===== config.mk =====
export PLATFORM = sky130hd
export DESIGN_NAME = alu_sequencer
export DESIGN_NICKNAME = d
export VERILOG_FILES = /design/src/rtl/config_pkg.sv /design/src/rtl/alu_sequencer.sv
export SDC_FILE = /design/constraint.sdc
export NUM_CORES = 1
export LEC_CHECK = 0
export CAP_MARGIN = 40
export CORE_MARGIN = 1
export CORE_UTILIZATION = 56
export DETAILED_ROUTE_END_ITERATION = 8
export GPL_TIMING_DRIVEN = 0
export PLACE_DENSITY = 0.94
export SLEW_MARGIN = 20
export SYNTH_ARGS = -nofsm -noshare
export SYNTH_HDL_FRONTEND = slang
export SYNTH_SLANG_ARGS = --single-unit

===== constraint.sdc =====
create_clock -name clk -period 4 [get_ports clk]
set_input_delay 0.8 -clock clk [delete_from_list [all_inputs] [get_ports clk]]
set_output_delay 0.8 -clock clk [all_outputs]
set_load 0.01 [all_outputs]

===== src/rtl/config_pkg.sv =====
// Shared configuration for the ALU sequencer: FSM states, response status codes and
// the default ALU wait limit.
package config_pkg;

   typedef enum logic [2:0] {
      IDLE,
      START,
      WAIT,
      HDR,
      DATA
   } alu_seq_state_t;

   localparam logic [7:0]  STATUS_OK              = 8'h00;
   localparam logic [7:0]  STATUS_TIMEOUT         = 8'h01;
   localparam logic [15:0] RESP_LEN               = 16'd8;
   localparam int          TIMEOUT_CYCLES_DEFAULT = 1024;

endpackage


===== src/rtl/alu_sequencer.sv =====
// Accepts one opcode, starts the ALU, waits (bounded) for its result and streams an
// 8-byte response (opcode, status, length, result LSB first) to the UART TX.
module alu_sequencer
   import config_pkg::*;
#(
   parameter int TIMEOUT_CYCLES = TIMEOUT_CYCLES_DEFAULT
) (
   input  logic        clk,
   input  logic        rst,
   input  logic        cmd_valid_i,
   input  logic [7:0]  cmd_opcode_i,
   output logic        cmd_ready_o,
   output logic        alu_start_o,
   input  logic        alu_busy_i,
   input  logic        alu_valid_i,
   input  logic [31:0] alu_data_i,
   output logic [7:0]  tx_data_o,
   output logic        tx_valid_o,
   input  logic        tx_ready_i,
   output logic        timeout_o
);

   localparam int               CNT_W    = (TIMEOUT_CYCLES > 1) ? $clog2(TIMEOUT_CYCLES) : 1;
   localparam logic [CNT_W-1:0] CNT_LAST = CNT_W'(TIMEOUT_CYCLES - 1);

   alu_seq_state_t   state_q;
   logic [CNT_W-1:0] cnt_q;
   logic [2:0]       idx_q;
   logic [2:0]       idx_d;
   logic [7:0]       opcode_q;
   logic [7:0]       status_q;
   logic [31:0]      result_q;
   logic [7:0]       tx_data_q;
   logic             tx_valid_q;
   logic             cmd_ready_q;
   logic             alu_start_q;
   logic             timeout_q;
   logic             tx_fire;

   assign tx_fire = tx_valid_q && tx_ready_i;
   assign idx_d   = idx_q + 3'd1;

   function automatic logic [7:0] resp_byte(input logic [2:0]  idx,
                                            input logic [7:0]  op,
                                            input logic [7:0]  st,
                                            input logic [31:0] res);
      case (idx)
         3'd0:    resp_byte = op;
         3'd1:    resp_byte = st;
         3'd2:    resp_byte = RESP_LEN[7:0];
         3'd3:    resp_byte = RESP_LEN[15:8];
         3'd4:    resp_byte = res[7:0];
         3'd5:    resp_byte = res[15:8];
         3'd6:    resp_byte = res[23:16];
         default: resp_byte = res[31:24];
      endcase
   endfunction

   // NOTE: all state below updates with non-blocking assignments so every branch
   // sees the values registered before this edge, regardless of statement order.
   always_ff @(posedge clk) begin
      if (rst) begin
         state_q     <= IDLE;
         cnt_q       <= '0;
         idx_q       <= '0;
         opcode_q    <= '0;
         status_q    <= STATUS_OK;
         result_q    <= '0;
         tx_data_q   <= '0;
         tx_valid_q  <= 1'b0;
         cmd_ready_q <= 1'b0;
         alu_start_q <= 1'b0;
         timeout_q   <= 1'b0;
      end else begin
         alu_start_q <= 1'b0;
         case (state_q)
            IDLE: begin
               if (cmd_valid_i && cmd_ready_q) begin
                  opcode_q    <= cmd_opcode_i;
                  cmd_ready_q <= 1'b0;
                  alu_start_q <= !alu_busy_i;
                  state_q     <= START;
               end else begin
                  cmd_ready_q <= 1'b1;
               end
            end
            // The start pulse is issued while still in START; the cycle after it moves on.
            START: begin
               if (alu_start_q) begin
                  cnt_q   <= '0;
                  state_q <= WAIT;
               end else if (!alu_busy_i) begin
                  alu_start_q <= 1'b1;
               end
            end
            WAIT: begin
               if (alu_valid_i || cnt_q == CNT_LAST) begin
                  result_q   <= alu_valid_i ? alu_data_i : 32'h0;
                  status_q   <= alu_valid_i ? STATUS_OK : STATUS_TIMEOUT;
                  timeout_q  <= !alu_valid_i;
                  idx_q      <= 3'd0;
                  tx_data_q  <= opcode_q;
                  tx_valid_q <= 1'b1;
                  state_q    <= HDR;
               end else begin
                  cnt_q <= cnt_q + 1'b1;
               end
            end
            HDR, DATA: begin
               if (tx_fire) begin
                  if (idx_q == 3'd7) begin
                     tx_valid_q  <= 1'b0;
                     cmd_ready_q <= 1'b1;
                     state_q     <= IDLE;
                  end else begin
                     idx_q     <= idx_d;
                     tx_data_q <= resp_byte(idx_d, opcode_q, status_q, result_q);
                     state_q   <= idx_d[2] ? DATA : HDR;
                  end
               end
            end
            default: state_q <= IDLE;
         endcase
      end
   end

   assign cmd_ready_o = cmd_ready_q;
   assign alu_start_o = alu_start_q;
   assign tx_data_o   = tx_data_q;
   assign tx_valid_o  = tx_valid_q;
   assign timeout_o   = timeout_q;

endmodule

==> flow_summary.ini, run 1 <==
[critical_path]
cp-end-kind = register
timing.rr.end = tx_data_o[4]$_SDFFE_PP0P_
reg2regPathDepth = 10
required_ns = 4.24
cp_cell_sequence = ha_1, inv_1, ha_1, buf_2, nor2b_1, or4_1, buf_2, nor2_1, o21ai_0, a311oi_1
crit_type = register to register
start_kind = register
worst_ep_arrival_time_ns = 2.69
crit_slowest_cell = dfxtp_1
path_max_fanout = 9
cp.depth = 10
path_delay_family = simple AND/OR/NAND/NOR gates
r2r-start = idx_q[0]$_SDFFE_PP0P_
reg2reg_slack_ns = 1.55
max_stage_delay_ns = 0.44
path_buf_inv = 3

[sta]
tightestPinTransition_ns = 0.827
fin_crit_ns = 2.45
fin_skew_ns = 0.00742
finalSetupTns_ns = 0
fin_crit_sh_pct = 61.1
holdWs_ns = 0.495
clock.fmax_mhz = 409
setup_viol = 0
drv_slew = 0
setup_slack_ns = 1.55
rsz0062_at_grt = false
slew_headroom_pct = 44.5
final_hold_viol_count = 0

[floorplan]
row_count = 27
coreArea_um2 = 5510
die_area_um2 = 6050
initial_core_util_pct = 58.4
die_w_um = 77.8
boundaryPins = 58
die_h_um = 77.8

[final_layout]
design_area_um2 = 4120
layout_commonest_cell = dfxtp_1
nets = 490
areaGrowthSynthToFinish_pct = 28.3
antennaDiodeCount = 0
layout-drive-gt1-share_pct = 10.4
final_cell_mix = dfxtp_1, nor2_1, clkdlybuf4s50_1

[grt]
grt_pass1_wl_mm = 13.5
grt_usage_pct = 29.0
overflow = 0
grt_max_degree = 13
grt_pass1_vias = 2949
antenna_found_initial = 0

[worst_hold_path]
hold_end = cnt_q[9]$_SDFFE_PP0P_
min_path_type = register to register
hp-start = cnt_q[9]$_SDFFE_PP0P_
min_path_cells = 1

[logic_synthesis]
syn_area_per_cell_um2 = 8.73
synthCells = 368
syn-num-nets = 422
yosysWarnings = 0
synth_seq_area_share_pct = 42.4
synthArstFlopShare_pct = 0
ys_ff_latch = 68
synth-edff-count = 0
synthFlopType = dfxtp_1
synth_area_um2 = 3210
ys_types = 49

[cts]
cts_root_buf = clkbuf_8
cts_sinks = 68
numCtsBuffers = 9
path_clk_slew_ns = 0.07
post_cts_resized = 0
postCtsHoldBufs = 0
post-cts-setup-buffer-count = 0
htree_levels = 3
clock_latency_ns = 0.35
clockBufferDepth = 2
cts_tree = built

[placement]
port_buffers = 57
pre_cts_ws_ns = 1.46
gp_congestion = 0.874
place_area_um2 = 3870
dp.final_hpwl_mm = 5.88

[power_and_ir_drop]
p_comb_share_pct = 27.9
powerDensity_nw_per_um2 = 507
p_clk_share_pct = 33.3
p_sw_share_pct = 30.8
ir_worst_vdd_mv = 0.281
switchingPower_uw = 644
p_int_mw = 1.45
p_leak_nw = 1.43
seqPwrFrac_pct = 38.8

[route]
drcViolationCount = 0
wl_mm = 8.52
routed-via-count = 3176
avgRoutedWirePerCell_um = 16.6
drt_iter0_drc = 317
drt.antenna.violating_nets = 0
via_per_inst = 6.19
dr.pass1.iters = 6

[status]
status = finished clean

[job]
max_cap_violations = 0
[worst max-delay path by stage]
stage / startpoint / to / slack (ns)
3_5_place_dp: rst / opcode_q[7]$_SDFFE_PP0P_ / 1.46
3_3_place_gp: tx_ready_i / idx_q[2]$_SDFFE_PP0P_ / 1.49
4_1_cts: idx_q[0]$_SDFFE_PP0P_ / tx_data_o[4]$_SDFFE_PP0P_ / 1.61
6_report: idx_q[0]$_SDFFE_PP0P_ / tx_data_o[4]$_SDFFE_PP0P_ / 1.55
2_1_floorplan: idx_q[0]$_SDFFE_PP0P_ / tx_data_o[1]$_SDFFE_PP0P_ / 1.95
5_1_grt: idx_q[1]$_SDFFE_PP0P_ / tx_data_o[5]$_SDFFE_PP0P_ / 1.42
[power groups by stage]
stage               clock [mW]  combinational (mW)  sequential (mW)
floorplan                    0               0.372            0.820
global placement             0               0.554            0.820
detailed placement           0               0.569            0.824
CTS                      0.699               0.577            0.809
global route             0.737               0.635            0.818
finish                   0.697               0.583            0.811
[cell type report]
type | count | area [um^2]
sequential | 68 | 1360
timing repair buffer | 57 | 571
multi-input combinational | 257 | 1670
tap | 72 | 90.1
buffer | 29 | 135
inverter | 14 | 52.6
clock buffer | 10 | 138
fill | 391 | 1380
clock inverter | 6 | 111
[synth_stat cells, drive strengths merged, types with 2 or more instances]
master	n	area, um^2
and3	2	12.5
a311oi	15	131
nor3b	2	25.0
inv	14	52.6
a21oi	15	90.1
a2111oi	3	27.5
nand2	17	63.8
a22oi	32	240
nand3	10	60.1
a31oi	2	12.5
clkbuf	10	37.5
ha	8	100
a211oi	3	22.5
a222oi	7	70.1
nor3	6	30.0
o211ai	2	15.0
dfxtp	68	1360
o31ai	2	20.0
o21ai	16	80.1
and2	2	12.5
nor2b	12	75.1
nand2b	3	18.8
a41oi	4	35.0
nor2	65	246
a21o	4	30.0
mux2i	8	80.1
mux2	3	33.8
or4	2	15.0
buf	19	97.6
[cells by family (layout without fill, tap and decap cells)]
group	count (synthesis)	after routing	share of synthesized area [%]
AOI/OAI and AO/OA	112	112	26.0
muxes	11	11	3.54
and+or+nand+nor	126	126	19.2
adders and majority gates	8	8	3.11
DFF	68	68	42.4
buffers and inverters	43	116	5.84
[sequential cells by signal, indices dropped and copies added (netlist names)]
name,flops
opcode_q,8
tx_data_o,8
alu_start_o,1
idx_q,3
tx_valid_o,1
state_q,3
cnt_q,10
result_q,32
timeout_o,1
cmd_ready_o,1
[per-layer routing]
layer	part of all wire, %	vias to the layer above	track usage [%]
met4	2.8	0	16.2
met3	8.1	23	7.18
met2	48	182	47.0
met5	0	-	0
li1	-	1495	-
met1	41	1476	34.9
[through the flow]
stage / cells / total power [mW] / util [%]
floorplan: 368 / 1.19 / -
global placement: 497 / 1.37 / 70.4
detailed placement: 497 / 1.39 / 70.4
CTS: 513 / 2.08 / 74.9
global route: 513 / 2.19 / 74.9
finish: 513 / 2.09 / 74.9
Note: power is estimated with default switching activity, not from simulation.
==> run 2, diff against run 1 <==
--- a/config.mk
+++ b/config.mk
@@ -7,10 +7,10 @@
 export LEC_CHECK = 0
 export CAP_MARGIN = 40
 export CORE_MARGIN = 1
-export CORE_UTILIZATION = 56
+export CORE_UTILIZATION = 47
 export DETAILED_ROUTE_END_ITERATION = 8
 export GPL_TIMING_DRIVEN = 0
-export PLACE_DENSITY = 0.94
+export PLACE_DENSITY = 0.86
 export SLEW_MARGIN = 20
 export SYNTH_ARGS = -nofsm -noshare
 export SYNTH_HDL_FRONTEND = slang
==> constraint.sdc (replaced) <==
create_clock -name clk -period 2.09 [get_ports clk]
set_input_delay 0.418 -clock clk [delete_from_list [all_inputs] [get_ports clk]]
set_output_delay 0.418 -clock clk [all_outputs]
set_load 0.01 [all_outputs]
==> run 2 against run 1 <==
Net effect:
- first-iteration DRC count decreased by 19%
- final area increased by 3.5%
- power up 84%
- utilization is 8.8 points lower
- critical endpoint is now tx_data_o[5]$_SDFFE_PP0P_
- largest power group unchanged
==> flow_summary.ini, run 2 (synthesis results as in run 1) <==
[status]
status = finished clean

[cts]
htree_levels = 3
numCtsBuffers = 9
cts_tree = built
cts_sinks = 68
clockBufferDepth = 2
cts_root_buf = clkbuf_8
path_clk_slew_ns = 0.08
postCtsHoldBufs = 0
clock_latency_ns = 0.35

[route]
drt_iter0_drc = 256
via_per_inst = 6.13
wl_mm = 9.06
drt.antenna.violating_nets = 0
drcViolationCount = 0
dr.pass1.iters = 7
routed-via-count = 3211
avgRoutedWirePerCell_um = 17.3

[job]
max_cap_violations = 0

[sta]
fin_skew_ns = 0.00648
rsz0062_at_grt = true
fin_crit_ns = 2.07
clock.fmax_mhz = 483
slew_headroom_pct = 46.2
fin_crit_sh_pct = 99.0
drv_slew = 0
final_hold_viol_count = 0
tightestPinTransition_ns = 0.801
setup_viol = 0

[grt]
grt_pass1_wl_mm = 14.5
grt_pass1_vias = 3051
antenna_found_initial = 0
grt_usage_pct = 25.8
overflow = 0
grt_max_degree = 13

[floorplan]
die_area_um2 = 7170
coreArea_um2 = 6460
boundaryPins = 58
row_count = 29
initial_core_util_pct = 49.8
die_h_um = 84.7
die_w_um = 84.7

[final_layout]
layout-drive-gt1-share_pct = 17.0
layout_commonest_cell = dfxtp_1
regMostFlops = result_q
final_cell_mix = dfxtp_1, nor2_1, clkdlybuf4s50_1
antennaDiodeCount = 0
areaGrowthSynthToFinish_pct = 32.8
fillers = 512
nets = 496
largest_reg_flops = 32
design_area_um2 = 4270
top_regs = result_q (32), cnt_q (10)

[critical_path]
start_kind = register
path_max_fanout = 5
cp-end-kind = register
worst_ep_arrival_time_ns = 2.33
crit_type = register to register
required_ns = 2.35

[placement]
dp.final_hpwl_mm = 6.03
gp_congestion = 0.846
place_area_um2 = 3880
port_buffers = 57

[power_and_ir_drop]
switchingPower_mw = 1.27
p_comb_share_pct = 30.8
p_clk_share_pct = 28.9
seqPwrFrac_pct = 40.4
ir_worst_vdd_mv = 0.594
p_sw_share_pct = 33.2
p_leak_nw = 1.46
finalPower_mw = 3.84
p_int_mw = 2.56
powerDensity_nw_per_um2 = 899

[worst_hold_path]
min_path_type = register to register
==> run 2: cell count changes in the layout (fill, tap and decap cells not counted), moves of 4 or more <==
cell and delta:
ha_1 -4, dfxtp_1 -4, nor2_1 -5, o21ai_0 -6, buf_4 +6
==> run 2: worst paths after layout <==
| check | startpoint | to | slack, ns | cells past startpoint |
|---|---|---|---|---|
| min reg2reg | opcode_q[5]$_SDFFE_PP0P_ | opcode_q[5]$_SDFFE_PP0P_ | 0.50 | 2 |
| min | opcode_q[5]$_SDFFE_PP0P_ | opcode_q[5]$_SDFFE_PP0P_ | 0.50 | 2 |
| max | idx_q[1]$_SDFFE_PP0P_ | tx_data_o[5]$_SDFFE_PP0P_ | 0.02 | 9 |
| max reg2reg | idx_q[1]$_SDFFE_PP0P_ | tx_data_o[5]$_SDFFE_PP0P_ | 0.02 | 9 |
==> run 2: metal layers <==
| layer | part of all wire [%] | vias to the layer above | GRT usage [%] |
|---|---|---|---|
| met1 | 42 | 1553 | 31.2 |
| li1 | - | 1504 | - |
| met5 | 0 | - | 0 |
| met3 | 6.3 | 16 | 7.57 |
| met4 | 2.1 | 0 | 9.86 |
| met2 | 49 | 138 | 43.2 |
==> run 2: worst max-delay path, cell delays in order (launching register included) <==
cell	delay, ns
dfxtp_4	0.38
ha_4	0.15
inv_4	0.04
ha_4	0.27
nor2b_4	0.04
or4_4	0.50
buf_8	0.16
nor2_2	0.08
o21ai_1	0.08
a311oi_1	0.26
==> run 2: power by group through the flow <==
stage | Sequential [mW] | Combinational (mW) | Clock [mW]
floorplan | 1.57 | 0.712 | 0
global placement | 1.57 | 1.08 | 0
detailed placement | 1.57 | 1.10 | 0
CTS | 1.54 | 1.12 | 1.10
global route | 1.57 | 1.28 | 1.18
finish | 1.55 | 1.18 | 1.11
==> run 2: final cells by class <==
| class | count | area, um^2 | area share [%] |
|---|---|---|---|
| well taps | 77 | 96.3 | 2.26 |
| plain buffers | 28 | 150 | 3.52 |
| multi-input cells | 257 | 1760 | 41.2 |
| repair buffers | 64 | 636 | 14.9 |
| flip-flops and latches | 68 | 1370 | 32.1 |
| clock inverters | 6 | 63.8 | 1.49 |
| inverters | 14 | 55.1 | 1.29 |
| clock buffers | 10 | 138 | 3.22 |
==> run 2: what timing repair did <==
item	CTS	global route
pin swaps	6	14
gates cloned	1	0
setup endpoints to repair	19	41
setup buffers	3	3
resized for setup	17	35
==> run 2: per-stage QoR <==
| stage | util, % | std cells | setup WS, ns | TNS [ns] | hold slack, ns |
|---|---|---|---|---|---|
| after CTS | 64.4 | 522 | 0.000201 | 0 | 0.491 |
| final | 66.1 | 524 | 0.0205 | 0 | 0.498 |
| after global placement | 60.1 | 502 | -0.185 | -2.01 | 0.468 |
| after global routing | 66.1 | 524 | -0.0382 | -0.132 | 0.522 |
| after floorplan | - | 368 | 0.0354 | 0 | 0.451 |
| after detailed placement | 60.1 | 502 | -0.314 | -3.75 | 0.478 |
==> run 3, diff against run 2 <==
--- a/config.mk
+++ b/config.mk
@@ -5,13 +5,11 @@
 export SDC_FILE = /design/constraint.sdc
 export NUM_CORES = 1
 export LEC_CHECK = 0
-export CAP_MARGIN = 40
 export CORE_MARGIN = 1
 export CORE_UTILIZATION = 47
 export DETAILED_ROUTE_END_ITERATION = 8
 export GPL_TIMING_DRIVEN = 0
 export PLACE_DENSITY = 0.86
-export SLEW_MARGIN = 20
 export SYNTH_ARGS = -nofsm -noshare
 export SYNTH_HDL_FRONTEND = slang
 export SYNTH_SLANG_ARGS = --single-unit
==> results of run 3 <==
The final DEF is identical to that of run 2; final timing and power are the same.
